[config.mk]
export PLATFORM = sky130hd
export DESIGN_NAME = thumb_encode_imm
export DESIGN_NICKNAME = d
export VERILOG_FILES = /design/src/rtl/thumb_encode_imm.sv
export SDC_FILE = /design/constraint.sdc
export NUM_CORES = 1
export LEC_CHECK = 0
export CORE_MARGIN = 4
export CORE_UTILIZATION = 25
export DETAILED_ROUTE_END_ITERATION = 6
export PLACE_DENSITY = 0.44
export SYNTH_ARGS = -nofsm -noshare
export SYNTH_HDL_FRONTEND = slang
export SYNTH_SLANG_ARGS = --single-unit
[constraint.sdc]
create_clock -name clk -period 5.9 [get_ports clk]
set_input_delay 1.18 -clock clk [delete_from_list [all_inputs] [get_ports clk]]
set_output_delay 1.18 -clock clk [all_outputs]
set_load 0.03 [all_outputs]
[src/rtl/thumb_encode_imm.sv]
// Multi-cycle search for the Thumb modified-immediate (imm12) encoding of a 32-bit constant.
// The four replicated-byte forms are tested in one cycle, then rotations 8..31 are walked one per cycle.
module thumb_encode_imm (
  input  logic        clk,
  input  logic        rst,
  input  logic        start,
  input  logic [31:0] value,
  output logic        busy,
  output logic        done,
  output logic        ok,
  output logic [11:0] imm12
);

  localparam int unsigned VW  = 32;
  localparam int unsigned RW  = 5;
  localparam int unsigned IW  = 12;
  localparam logic [RW-1:0] ROT_FIRST = RW'(8);
  localparam logic [RW-1:0] ROT_LAST  = RW'(31);

  typedef enum logic [1:0] {IDLE, PAT, SEARCH, DONE} state_t;

  state_t        state, next_state;
  logic [VW-1:0] v, v_d;
  logic [RW-1:0] rot, rot_d;
  logic          ok_d, busy_d, done_d;
  logic [IW-1:0] imm_d;

  logic [7:0]    b, bh;
  logic          pat_hit;
  logic [IW-1:0] pat_imm;
  logic [VW-1:0] r;
  logic          srch_hit;

  // Replicated-byte forms, checked in priority order so v=0 lands on the plain-byte form.
  always_comb begin
    b       = v[7:0];
    bh      = v[15:8];
    pat_hit = 1'b1;
    pat_imm = '0;
    if (v[31:8] == 24'h0)
      pat_imm = {4'b0000, b};
    else if (v == {8'h00, b, 8'h00, b} && b != 8'h00)
      pat_imm = {4'b0001, b};
    else if (v == {bh, 8'h00, bh, 8'h00} && bh != 8'h00)
      pat_imm = {4'b0010, bh};
    else if (v == {b, b, b, b} && b != 8'h00)
      pat_imm = {4'b0011, b};
    else
      pat_hit = 1'b0;
  end

  // Rotate left by rot; the right-shift amount wraps to 0 when rot is 0, giving v|v.
  always_comb begin
    r        = (v << rot) | (v >> RW'(RW'(0) - rot));
    srch_hit = (r[31:8] == 24'h0) && r[7];
  end

  always_ff @(posedge clk) begin
    if (rst) state <= IDLE;
    else     state <= next_state;
  end

  always_comb begin
    next_state = state;
    case (state)
      IDLE:    if (start) next_state = PAT;
      PAT:     next_state = pat_hit ? DONE : SEARCH;
      SEARCH:  if (srch_hit || rot == ROT_LAST) next_state = DONE;
      DONE:    next_state = IDLE;
      default: next_state = IDLE;
    endcase
  end

  always_comb begin
    v_d    = v;
    rot_d  = rot;
    ok_d   = ok;
    imm_d  = imm12;
    busy_d = (next_state != IDLE);
    done_d = (next_state == DONE);
    case (state)
      IDLE: begin
        if (start) begin
          v_d   = value;
          ok_d  = 1'b0;
          imm_d = '0;
        end
      end
      PAT: begin
        if (pat_hit) begin
          ok_d  = 1'b1;
          imm_d = pat_imm;
        end else begin
          rot_d = ROT_FIRST;
        end
      end
      SEARCH: begin
        if (srch_hit) begin
          ok_d  = 1'b1;
          imm_d = {rot, r[6:0]};
        end else if (rot == ROT_LAST) begin
          ok_d  = 1'b0;
          imm_d = '0;
        end else begin
          rot_d = RW'(rot + RW'(1));
        end
      end
      default: ;
    endcase
  end

  always_ff @(posedge clk) begin
    if (rst) begin
      v     <= '0;
      rot   <= '0;
      ok    <= 1'b0;
      imm12 <= '0;
      busy  <= 1'b0;
      done  <= 1'b0;
    end else begin
      v     <= v_d;
      rot   <= rot_d;
      ok    <= ok_d;
      imm12 <= imm_d;
      busy  <= busy_d;
      done  <= done_d;
    end
  end

endmodule
==> impl_metrics.py, run 1 <==
metrics = {
    "critical_path": {
        "critPathMaxFanout": 39,
        "required_ns": 6.15,
        "crit_chain": "inv_6 > ha_1 > buf_4 > buf_4 > mux4_2 > mux4_2 > nor4_1 > and4_4 > a31oi_4 > nor4_2 > a31oi_1 > o2bb2ai_1",
        "crit_start": "rot[0]",
        "arrival_ns": 4.95,
        "crit_path_max_incr_delay_ns": 0.72,
        "r2r_cells": 12,
        "critPathCaptureType": "register",
        "regToRegStartpoint": "rot[0]",
        "cp_slowest_cell": "dfxtp_4",
        "worstSetupStartpointType": "register",
        "reg2reg_slack_ns": 1.20,
        "critical_path_class": "register to register",
        "cp-endpoint": "imm12[8]",
        "regToRegEndpoint": "imm12[8]",
    },
    "sta": {
        "finalMaxSlewViolations": 0,
        "fmax_mhz": 213,
        "fin_worst_skew_ns": 0.00884,
        "min_period_over_period_pct": 79.7,
        "rsz0062_at_grt": "false",
        "relSlewSlack_pct": 24.4,
        "finalSetupViolCount": 0,
        "tns_ns": 0,
        "setup_ws_ns": 1.20,
        "hold_viol": 0,
        "fin_crit_ns": 4.70,
        "worst-slew-pin-transition_ns": 1.13,
    },
    "floorplan": {
        "rows": 55,
        "dieArea_um2": 25400,
        "io_pins": 50,
        "die_w_um": 159,
        "die_y_um": 159,
        "placeableCoreArea_um2": 22600,
        "initial_core_util_pct": 25.4,
    },
    "synthesis": {
        "synth_edf_count": 0,
        "yosysMostFrequentCell": "nand2_1",
        "netlist_instances": 708,
        "yosysTopAreaCell": "dfxtp_1",
        "synthArstFlopShare_pct": 0,
        "synth_ff_type": "dfxtp_1",
        "synthTopCellsByCount": "nand2_1, a21oi_1, clkbuf_1, dfxtp_1, mux2i_1",
        "yosysUniqueCellTypes": 86,
        "ys_seq_elements": 54,
        "syn_nets": 751,
        "synth_top_area_share_pct": 18.9,
        "ys_warn_count": 0,
        "synthesis.area_um2": 5720,
        "syn_area_per_cell_um2": 8.08,
        "synth.area.top_cells": "dfxtp_1, mux4_2, mux2i_1, nand2_1, a21oi_1",
        "seq_area_frac_synth_pct": 18.9,
    },
    "worst_hold_path": {
        "hold_class": "register to register",
    },
    "cts": {
        "hold_buffers": 0,
        "post_cts_buffers": 0,
        "post_cts_resized": 0,
        "cts_made_buffers": 5,
        "clk_pin_slew_ns": 0.08,
        "htree_levels": 2,
        "insertion_delay_ns": 0.31,
        "tritoncts": "yes",
        "root_buffer": "clkbuf_16",
        "cts.sinks": 54,
        "clock_path_buffers": 2,
    },
    "final_layout": {
        "area_delta_synth_final_pct": 11.8,
        "antenna_cells": 0,
        "drive_above_1_share_pct": 10.5,
        "num-nets-final": 734,
    },
    "grt": {
        "antenna_found_initial": 0,
        "grt_remaining_overflow": 0,
        "grt_usage_pct": 15.7,
        "first_global_vias": 5461,
        "grt_pass1_wl_mm": 32.1,
        "grt_max_degree": 60,
    },
    "routing": {
        "first_pass_iters": 5,
        "wl_per_cell_um": 20.9,
        "drc": 0,
        "avgViaCountPerCell": 5.69,
        "wirelength_mm": 20.4,
        "drtAntennaViolNets": 0,
        "vias": 5562,
        "drt_iter0_markers": 481,
    },
    "placed_design": {
        "port_buffers": 49,
        "gp_congestion": 0.815,
        "dpl.hpwl_mm": 14.5,
        "pre_cts_ws_ns": 1.23,
    },
    "outcome": {
        "status": "finished clean",
    },
    "pwr": {
        "leakagePower_nw": 2.14,
        "p_per_area_nw_per_um2": 383,
        "ir_drop_mv": 0.125,
    },
    "flow_run": {
        "maxCapViolCount": 0,
    },
}
## registers in the layout, indices dropped and copies added (netlist names)
signal	cells
imm12	12
state	2
v	32
rot	5
busy	1
done	1
ok	1
## report_power, final
| part | internal, mW | switching, mW |
|---|---|---|
| combinational | 0.594 | 0.905 |
| sequential | 0.423 | 0.216 |
| clock | 0.169 | 0.146 |
| total | 1.19 | 1.27 |
## metal layers
metal	track usage [%]	part of all wire [%]	up-vias
met1	21.4	46	2736
met5	0	0	-
li1	-	-	2636
met4	4.30	2.0	0
met2	26.1	47	168
met3	2.17	4.8	22
## critical path, delay by kind of cell (launching register included)
kind | cells | cell delay (ns)
simple gates | 3 | 1.05
mux | 2 | 0.86
compound gates | 3 | 0.52
flops | 1 | 0.72
fa+ha+maj | 1 | 0.64
buf+inv | 3 | 0.82
## cell type report
| class | instances | area (µm²) |
|---|---|---|
| clock buffer | 6 | 139 |
| multi-input combinational | 551 | 4150 |
| timing repair buffer | 61 | 581 |
| sequential | 54 | 1090 |
| tap | 285 | 357 |
| fill | 2496 | 16200 |
| clock inverter | 2 | 12.5 |
| inverter | 18 | 72.6 |
## kinds of logic after synthesis
| family | Yosys count | share of synthesized area [%] |
|---|---|---|
| xor+xnor | 21 | 3.21 |
| fa+ha+maj | 8 | 1.75 |
| mux | 81 | 21.8 |
| simple gates | 246 | 21.8 |
| compound gates | 195 | 23.9 |
| flops | 54 | 18.9 |
| buf+inv | 103 | 8.72 |
## through the flow
step / instance area, µm² / total power [mW] / hold slack [ns] / util [%] / std cells
5_1_grt: 6400 / 2.65 / 0.486 / 28.3 / 977
2_1_floorplan: 5720 / 1.72 / 0.591 / - / 708
3_3_place_gp: 6250 / 2.15 / 0.457 / 27.7 / 969
3_5_place_dp: 6250 / 2.13 / 0.451 / 27.7 / 969
6_report: 6400 / 2.45 / 0.470 / 28.3 / 977
4_1_cts: 6400 / 2.46 / 0.474 / 28.3 / 977
## worst min-delay path by stage
| stage | startpoint | endpoint | slack (ns) | cells after the start |
|---|---|---|---|---|
| after detailed placement | imm12[4] | imm12[4] | 0.45 | 1 |
| after floorplan | state[0] | state[0] | 0.59 | 2 |
| after global routing | imm12[8] | imm12[8] | 0.49 | 1 |
| final | imm12[4] | imm12[4] | 0.47 | 1 |
| after global placement | imm12[4] | imm12[4] | 0.46 | 1 |
| after CTS | imm12[4] | imm12[4] | 0.47 | 1 |
## cell usage in the layout (no fill, tap or decap), types with 8 or more instances in the layout
| master | Yosys | final |
|---|---|---|
| clkdlybuf4s50_1 | 0 | 49 |
| buf_4 | 6 | 12 |
| o2bb2ai_1 | 10 | 10 |
| and3_1 | 12 | 12 |
| nor2_1 | 33 | 33 |
| inv_1 | 15 | 15 |
| a21oi_1 | 61 | 61 |
| nand3_1 | 13 | 13 |
| mux4_2 | 25 | 25 |
| nor3_1 | 20 | 20 |
| nand2_1 | 101 | 101 |
| dfxtp_1 | 54 | 52 |
| a31oi_1 | 15 | 15 |
| xor2_1 | 15 | 14 |
| o21ai_0 | 20 | 20 |
| nor4_1 | 13 | 13 |
| a22oi_1 | 10 | 10 |
| ha_1 | 8 | 8 |
| a211oi_1 | 10 | 10 |
| mux2i_1 | 42 | 42 |
No activity file was read; power rests on OpenSTA's default activity.
==> run 2: changes to the inputs <==
clock period = 4.8 ns   (was 5.9 ns; I/O delays follow)
==> run 2 against run 1 <==
Compared with the run above:
- sequential power grew 19%
- global-route usage increased by 0.24 points
- combinational power rose by 28%
- wire length up 2.4%
- cell count increased by 0.61%
- largest cell class unchanged
- largest power group unchanged
- critical endpoint unchanged
- non-clock buffer count increased by 6
==> impl_metrics.py, run 2 (synthesized netlist as in run 1, its figures left out) <==
metrics = {
    "outcome": {
        "status": "finished clean",
    },
    "pwr": {
        "leakagePower_nw": 2.19,
        "p_per_area_nw_per_um2": 484,
        "ir_drop_mv": 0.153,
    },
    "final_layout": {
        "fin_area_um2": 6500,
        "largestRegisters": "v: 32 flops, imm12: 12 flops, rot: 5 flops",
        "drive_above_1_share_pct": 11.3,
        "area_delta_synth_final_pct": 13.5,
        "antenna_cells": 0,
        "final_common_cell": "nand2_1",
        "largest_reg_flops": 32,
        "final_cell_mix": "nand2_1, a21oi_1, dfxtp_1, clkdlybuf4s50_1, mux2i_1",
        "regMostFlops": "v",
        "num-nets-final": 740,
    },
    "routing": {
        "avgViaCountPerCell": 5.76,
        "wirelength_mm": 20.9,
        "drtAntennaViolNets": 0,
        "drc": 0,
        "drt_iter0_markers": 627,
        "wl_per_cell_um": 21.2,
        "first_pass_iters": 5,
        "vias": 5666,
    },
    "floorplan": {
        "rows": 55,
        "io_pins": 50,
        "placeableCoreArea_um2": 22600,
        "die_y_um": 159,
        "initial_core_util_pct": 25.4,
        "die_w_um": 159,
        "dieArea_um2": 25400,
    },
    "cts": {
        "post_cts_resized": 0,
        "post_cts_buffers": 0,
        "clock_path_buffers": 2,
        "cts_made_buffers": 5,
        "htree_levels": 2,
        "tritoncts": "yes",
        "clk_pin_slew_ns": 0.07,
        "insertion_delay_ns": 0.31,
        "hold_buffers": 0,
        "cts.sinks": 54,
        "root_buffer": "clkbuf_16",
    },
    "critical_path": {
        "crit_chain": "inv_6 > ha_1 > buf_12 > mux4_1 > mux4_2 > nor4_1 > and4_4 > a31oi_4 > nor4_2 > a31oi_1 > o2bb2ai_1",
        "cp_slowest_cell": "ha_1",
        "critPathMaxFanout": 25,
        "critPathCaptureType": "register",
        "worstSetupStartpointType": "register",
        "reg2reg_slack_ns": 0.72,
        "required_ns": 5.04,
        "arrival_ns": 4.32,
        "crit_path_max_incr_delay_ns": 0.63,
        "critical_path_class": "register to register",
    },
    "sta": {
        "min_period_over_period_pct": 85.1,
        "fin_crit_ns": 4.08,
        "whs_ns": 0.474,
        "rsz0062_at_grt": "false",
        "hold_viol": 0,
        "finalSetupViolCount": 0,
        "fin_worst_skew_ns": 0.00654,
        "relSlewSlack_pct": 24.8,
        "finalMaxSlewViolations": 0,
        "worst-slew-pin-transition_ns": 1.13,
        "tns_ns": 0,
        "fmax_mhz": 245,
    },
    "grt": {
        "grt_usage_pct": 15.9,
        "grt_remaining_overflow": 0,
        "first_global_vias": 5296,
        "grt_pass1_wl_mm": 32.2,
        "antenna_found_initial": 0,
        "grt_max_degree": 60,
    },
    "placed_design": {
        "gp_congestion": 0.871,
        "postPlaceCellArea_um2": 6300,
        "port_buffers": 49,
        "dpl.hpwl_mm": 14.9,
    },
    "flow_run": {
        "maxCapViolCount": 0,
    },
    "worst_hold_path": {
        "hold_class": "register to register",
    },
}
## run 2: path summary, 6_finish.rpt
| path | startpoint | end | depth (start not counted) |
|---|---|---|---|
| setup reg to reg | rot[0] | imm12[8] | 11 |
| hold reg to reg | imm12[4] | imm12[4] | 1 |
| hold / removal | imm12[4] | imm12[4] | 1 |
| setup / recovery | rot[0] | imm12[8] | 11 |
## run 2: routing by layer
layer	track usage [%]	vias up	wire length (µm)
li1	-	2659	-
met1	21.8	2758	9360
met2	25.5	215	9700
met3	2.72	34	1240
met4	5.29	0	584
met5	0	-	0
## run 2: worst max-delay path: cells and delay by family, from the launching register on
family	cells	cell delay [ns]
AO/OA/AOI/OAI	3	0.51
adder cells (fa/ha/maj)	1	0.63
buffers and inverters	2	0.39
flip-flops	1	0.53
multiplexers	2	0.88
AND/OR/NAND/NOR	3	1.07
## run 2: cell type report
cell class	count	area (µm²)
clock inverters	1	30.0
repair buffers	67	638
inverters	18	72.6
fillers	2454	16100
multi-input cells	551	4150
well taps	285	357
flip-flops and latches	54	1090
clock buffers	7	164
## run 2: report_power, final
part | switching, mW | total (mW) | internal (mW)
Sequential | 0.241 | 0.761 | 0.520
Combinational | 1.17 | 1.92 | 0.750
Clock | 0.176 | 0.468 | 0.293
Total | 1.58 | 3.15 | 1.56
## run 2: per-stage QoR
step / setup slack [ns] / utilization, % / cells / power [mW]
floorplan: 0.815 / - / 708 / 2.12
global placement: 0.769 / 27.9 / 975 / 2.68
detailed placement: 0.755 / 27.9 / 975 / 2.65
CTS: 0.748 / 28.8 / 983 / 3.13
global route: 0.455 / 28.8 / 983 / 3.36
finish: 0.717 / 28.8 / 983 / 3.15
